**src/rtl/router_pkg.sv**
```systemverilog
// Shared definitions for the 1xN router control path: state encoding, default
// sizing and the decodes that the synchroniser and checkers reuse.
package router_pkg;

    localparam int NUM_CH_DEF = 3;
    localparam int ADDR_W_DEF = 2;

    typedef logic [3:0] state_t;

    localparam state_t DECODE_ADDRESS     = 4'd0;
    localparam state_t LOAD_FIRST_DATA    = 4'd1;
    localparam state_t LOAD_DATA          = 4'd2;
    localparam state_t FIFO_FULL_STATE    = 4'd3;
    localparam state_t LOAD_AFTER_FULL    = 4'd4;
    localparam state_t LOAD_PARITY        = 4'd5;
    localparam state_t CHECK_PARITY_ERROR = 4'd6;
    localparam state_t WAIT_TILL_EMPTY    = 4'd7;
    localparam state_t DROP_PACKET        = 4'd8;

    function automatic logic write_enb_decode(input state_t s);
        return (s == LOAD_DATA) || (s == LOAD_PARITY) || (s == LOAD_AFTER_FULL);
    endfunction

    // The input bus is free to stream in LOAD_DATA and while a packet is drained.
    function automatic logic busy_decode(input state_t s);
        return !((s == DECODE_ADDRESS) || (s == LOAD_DATA) || (s == DROP_PACKET));
    endfunction

endpackage

```
**src/rtl/router_wait_timer.sv**
```systemverilog
// Cycle counter bounding how long the router waits for a destination FIFO to drain.
module router_wait_timer
#(
    parameter int CNT_W    = 16,
    parameter int WAIT_MAX = 1023
)
(
    input  logic clock,
    input  logic resetn,
    input  logic clear,
    input  logic enable,
    output logic expire
);

    logic [CNT_W-1:0] count;

    always_ff @(posedge clock) begin
        if (!resetn) begin
            count <= '0;
        end else if (clear) begin
            count <= '0;
        end else if (enable) begin
            count <= count + CNT_W'(1);
        end
    end

    assign expire = (count == CNT_W'(WAIT_MAX - 1));

endmodule

```
**src/rtl/router_fsm_n.sv**
```systemverilog
// Control FSM for a 1xNUM_CH packet router: header decode, payload/parity load,
// full stalls, bounded wait for an empty FIFO and dropping of unroutable packets.
module router_fsm_n
    import router_pkg::*;
#(
    parameter int NUM_CH   = NUM_CH_DEF,
    parameter int ADDR_W   = ADDR_W_DEF,
    parameter int WAIT_MAX = 1023,
    parameter int CNT_W    = 16
)
(
    input  logic              clock,
    input  logic              resetn,
    input  logic              pkt_valid,
    input  logic              low_pkt_valid,
    input  logic              parity_done,
    input  logic [ADDR_W-1:0] addr,
    input  logic              fifo_full,
    input  logic [NUM_CH-1:0] fifo_empty,
    input  logic [NUM_CH-1:0] soft_reset,
    output logic [ADDR_W-1:0] dest_addr,
    output logic              busy,
    output logic              detect_add,
    output logic              lfd_state,
    output logic              ld_state,
    output logic              laf_state,
    output logic              full_state,
    output logic              write_enb_reg,
    output logic              rst_int_reg,
    output logic              drop_pkt,
    output logic              wait_timeout
);

    // Per-channel flags are widened to the full address space so any address,
    // including an unroutable one, indexes a defined (zero) bit.
    localparam int ADDR_SPACE = 1 << ADDR_W;

    state_t                  state;
    state_t                  next_state;
    logic [ADDR_SPACE-1:0]   empty_ext;
    logic [ADDR_SPACE-1:0]   soft_ext;
    logic                    addr_in_range;
    logic                    soft_hit;
    logic                    wait_expire;
    logic                    in_wait;

    assign empty_ext     = ADDR_SPACE'(fifo_empty);
    assign soft_ext      = ADDR_SPACE'(soft_reset);
    assign addr_in_range = ({1'b0, addr} < (ADDR_W + 1)'(NUM_CH));
    assign soft_hit      = soft_ext[dest_addr] && (state != DECODE_ADDRESS);
    assign in_wait       = (state == WAIT_TILL_EMPTY);

    router_wait_timer #(
        .CNT_W    (CNT_W),
        .WAIT_MAX (WAIT_MAX)
    ) u_wait_timer (
        .clock  (clock),
        .resetn (resetn),
        .clear  (!in_wait),
        .enable (in_wait),
        .expire (wait_expire)
    );

    always_comb begin
        next_state = state;
        case (state)
            DECODE_ADDRESS: begin
                if (pkt_valid) begin
                    if (!addr_in_range) begin
                        next_state = DROP_PACKET;
                    end else if (empty_ext[addr]) begin
                        next_state = LOAD_FIRST_DATA;
                    end else begin
                        next_state = WAIT_TILL_EMPTY;
                    end
                end
            end
            LOAD_FIRST_DATA: next_state = LOAD_DATA;
            LOAD_DATA: begin
                if (fifo_full) begin
                    next_state = FIFO_FULL_STATE;
                end else if (!pkt_valid) begin
                    next_state = LOAD_PARITY;
                end
            end
            FIFO_FULL_STATE: begin
                if (!fifo_full) begin
                    next_state = LOAD_AFTER_FULL;
                end
            end
            LOAD_AFTER_FULL: begin
                if (parity_done) begin
                    next_state = DECODE_ADDRESS;
                end else if (low_pkt_valid) begin
                    next_state = LOAD_PARITY;
                end else begin
                    next_state = LOAD_DATA;
                end
            end
            LOAD_PARITY: next_state = CHECK_PARITY_ERROR;
            CHECK_PARITY_ERROR: begin
                next_state = fifo_full ? FIFO_FULL_STATE : DECODE_ADDRESS;
            end
            WAIT_TILL_EMPTY: begin
                if (empty_ext[dest_addr]) begin
                    next_state = LOAD_FIRST_DATA;
                end else if (wait_expire) begin
                    next_state = DROP_PACKET;
                end
            end
            DROP_PACKET: begin
                if (!pkt_valid) begin
                    next_state = DECODE_ADDRESS;
                end
            end
            default: next_state = DECODE_ADDRESS;
        endcase
        if (soft_hit) begin
            next_state = DECODE_ADDRESS;
        end
    end

    always_ff @(posedge clock) begin
        if (!resetn) begin
            state     <= DECODE_ADDRESS;
            dest_addr <= '0;
        end else begin
            state <= next_state;
            if ((state == DECODE_ADDRESS) && pkt_valid) begin
                dest_addr <= addr;
            end
        end
    end

    // The timeout pulse only fires when the wait genuinely ends in a drop.
    assign wait_timeout  = in_wait && wait_expire && !empty_ext[dest_addr] && !soft_hit;

    assign detect_add    = (state == DECODE_ADDRESS);
    assign lfd_state     = (state == LOAD_FIRST_DATA);
    assign ld_state      = (state == LOAD_DATA);
    assign laf_state     = (state == LOAD_AFTER_FULL);
    assign full_state    = (state == FIFO_FULL_STATE);
    assign rst_int_reg   = (state == CHECK_PARITY_ERROR);
    assign drop_pkt      = (state == DROP_PACKET);
    assign write_enb_reg = write_enb_decode(state);
    assign busy          = busy_decode(state);

endmodule

```
**config.mk**
```make
export PLATFORM = sky130hd
export DESIGN_NAME = router_fsm_n
export DESIGN_NICKNAME = d
export VERILOG_FILES = /design/src/rtl/router_pkg.sv /design/src/rtl/router_wait_timer.sv /design/src/rtl/router_fsm_n.sv
export SDC_FILE = /design/constraint.sdc
export NUM_CORES = 1
export LEC_CHECK = 0
export BUFFER_PORTS_ARGS = -buffer_cell sky130_fd_sc_hd__buf_2
export CAP_MARGIN = 20
export CORE_MARGIN = 2
export CORE_UTILIZATION = 46
export CTS_BUF_LIST = sky130_fd_sc_hd__clkbuf_2 sky130_fd_sc_hd__clkbuf_4 sky130_fd_sc_hd__clkbuf_8
export DETAILED_ROUTE_END_ITERATION = 10
export MAX_ROUTING_LAYER = met4
export PLACE_DENSITY = 0.69
export RECOVER_POWER = 100
export SKIP_LAST_GASP = 1
export SYNTH_ARGS = -nofsm -noshare
export SYNTH_HDL_FRONTEND = slang
export SYNTH_HIERARCHICAL = 1
export SYNTH_SLANG_ARGS = --single-unit
```
**constraint.sdc**
```tcl
create_clock -name clock -period 3.22 [get_ports clock]
set_clock_uncertainty 0.15 [all_clocks]
set_input_delay 0.161 -clock clock [delete_from_list [all_inputs] [get_ports clock]]
set_output_delay 0.161 -clock clock [all_outputs]
set_load 0.02 [all_outputs]
```
==> run metrics <==
Bufs on Longest Clock Path=2; Iteration-0 DRC Markers=78; pwr dens=619 nW/um^2; TritonCTS Buffers=3; WL/cell=around 13 microns; hpwl dp=between 2000 and 2500 microns; outcome=finished clean; GPL Wtd Cong=roughly 0.8; CP startpoint kind=flip-flop; DR pass1 iterations=4; Synth async-reset ratio=0; core box area=~3000 sq um; Clock Latency Late Sink=roughly 0.30 ns; Clock Sinks=22; fin crit share=0.770; first-pass GRT wire length=between 5000 and 6000 microns; RSZ-0062 raised after global routing=no; Max Fclk=403 MHz; Critical path origin=state[1]$_SDFFE_PP0P_; diode count=0; Starting Density=0.481; Vias=between 1000 and 1500; final setup violating endpoints=0; final core occ=0.517; full die area=3630 sq um; Die Span Y=60.3 microns; CP Capture Type=flip-flop; Synth top cells by count=23 x nor2_1, 22 x dfxtp_1, 14 x nand2_1, 8 x xnor2_1, 6 x inv_1; worst endpoint required time=around 3.3 ns; Mapped Area=between 1000 and 1500 sq um; initial antenna violation count=0; worst rel slew slack=0.586; Worst-path clk slew=~0.11 ns; worst r2r src=state[1]$_SDFFE_PP0P_; Unique masters post-synth=57; max-cap violation count=0; Final TNS setup=0 ns; Detail Route Antenna Nets=0; Hold Slack=approximately 0.16 ns; synthesized area per cell=about 8.5 sq um; reg-to-reg slack, setup=between 0.7 and 0.8 ns; Synthesis Warnings=6; synth top area cells=dfxtp_1 30%, nor2_1 5.9%, xnor2_1 4.8%, nand2_1 3.6%, nor4_2 2.6%; H-tree levels=1; Routed WL=between 3000 and 4000 microns; I/O pins=26; Final min period=approximately 2.5 ns; Synth Flop Type=dfxtp_1; Tot Pwr=969 uW; # DRC=0; post-synth top area cell=dfxtp_1; maximum vdd drop=about 340 uV; CTS tree=done; share of cells above drive strength 1=0.157; port bufs=25; layout net count=approximately 210; Row Count=20; crit path DAT=2.51 ns; Hold Startpoint=parity_done; Final Max Slew Viols=0; clk root buf=clkbuf_4; Static Leak=around 0.52 nW; top cell type's share of synthesized area=0.302; Tightest Pin Transition=just over 0.6 ns; synthesized flop and latch total=22; Vias per Instance=around 5.3; crit-path max FO=15; hold crit path type=primary input to flip-flop; largest net degree at the start of global routing=18; share of the yosys chip area belonging to registers=0.302; grt ovf=0; GRT Total Usage=0.198; final hold vios=0; post-synthesis instance total=between 150 and 200; chip width=60.3 microns; WS Path Type=flip-flop to flip-flop; most frequent cell after synthesis=nor2_1; EDFF count, synth=0; syn nets=~190; P&R area growth vs syn=7.47%; vias in the first global route=roughly 1200
==> cell type report <==
class | count | area [sq um]
Timing Repair Buffer | 29 | 154
Tap cell | 44 | 55.1
Fill cell | 296 | 1460
Clock buffer | 4 | 36.3
Sequential cell | 22 | 440
Inverter | 7 | 27.5
Multi-Input combinational cell | 135 | 852
==> layout by cell type, fill, tap and decap left out, types with 2 or more instances in the layout <==
cell,n
dfxtp_1,22
clkbuf_1,9
a211oi_1,4
dlygate4sd3_1,4
nand4_1,5
buf_2,16
clkbuf_4,3
nand2_1,15
mux2i_1,3
nand3_1,6
o21ai_1,5
nor2_1,24
o21ai_0,5
nand3b_1,2
nor3_1,5
a21oi_1,4
a21boi_0,3
o211ai_1,2
nand2b_1,4
xnor2_1,8
or3_1,3
inv_1,6
ha_1,2
and3_1,2
xor2_1,3
or2b_1,2
nor4_1,5
==> worst max-delay path, cell delays in order, from the launching register on <==
cell and delay (ns):
dfxtp_1 0.62, and4b_1 0.49, nand4_1 0.41, nor4_1 0.47, xnor2_1 0.16, nor2_1 0.05
==> kinds of logic (layout without fill, tap and decap cells) <==
| kind of cell | after synthesis | count (layout) | synth area share |
|---|---|---|---|
| simple gates | 84 | 84 | 0.360 |
| compound gates | 35 | 35 | 0.182 |
| flops | 22 | 22 | 0.302 |
| buf+inv | 14 | 40 | 0.0515 |
| xor+xnor | 11 | 11 | 0.0662 |
| mux | 3 | 3 | 0.0206 |
| fa+ha+maj | 2 | 2 | 0.0172 |
==> per-layer routing <==
metal,global-route usage,vias to the layer above,part of all wire
li1,-,668,-
met1,0.260,582,0.47
met2,0.315,24,0.49
met3,0.0260,2,0.031
met4,0.0635,0,0.0061
met5,-,-,0
==> where the power goes <==
| part | internal, mW | switching, mW |
|---|---|---|
| Combinational | 0.181 | 0.267 |
| Sequential | 0.298 | 0.0736 |
| Clock | 0.0689 | 0.0803 |
| Total | 0.549 | 0.420 |
==> sequential cells by signal, indices dropped and copies added, names as in the netlist <==
register            cells
state                   4
u_wait_timer/count     16
dest_addr               2
==> timing repair <==
item,CTS,global route
hold endpoints to repair,3,0
resized for setup,0,0
hold buffers,4,0
setup buffers,0,0
==> per-stage QoR <==
step	std cells	worst slack, ns	cell area, sq um
finish	241	0.740	1570
global route	241	0.497	1570
CTS	241	0.840	1670
detailed placement	233	1.04	1590
global placement	233	1.10	1590
floorplan	171	1.30	1460
==> final timing paths <==
| check | endpoint | depth (start not counted) |
|---|---|---|
| max | u_wait_timer/count[13]$_SDFFE_PP0P_ | 5 |
| min | state[1]$_SDFFE_PP0P_ | 5 |
| max reg2reg | u_wait_timer/count[13]$_SDFFE_PP0P_ | 5 |
| min reg2reg | u_wait_timer/count[1]$_SDFFE_PP0P_ | 2 |
Note: power is estimated with default switching activity, not from simulation.
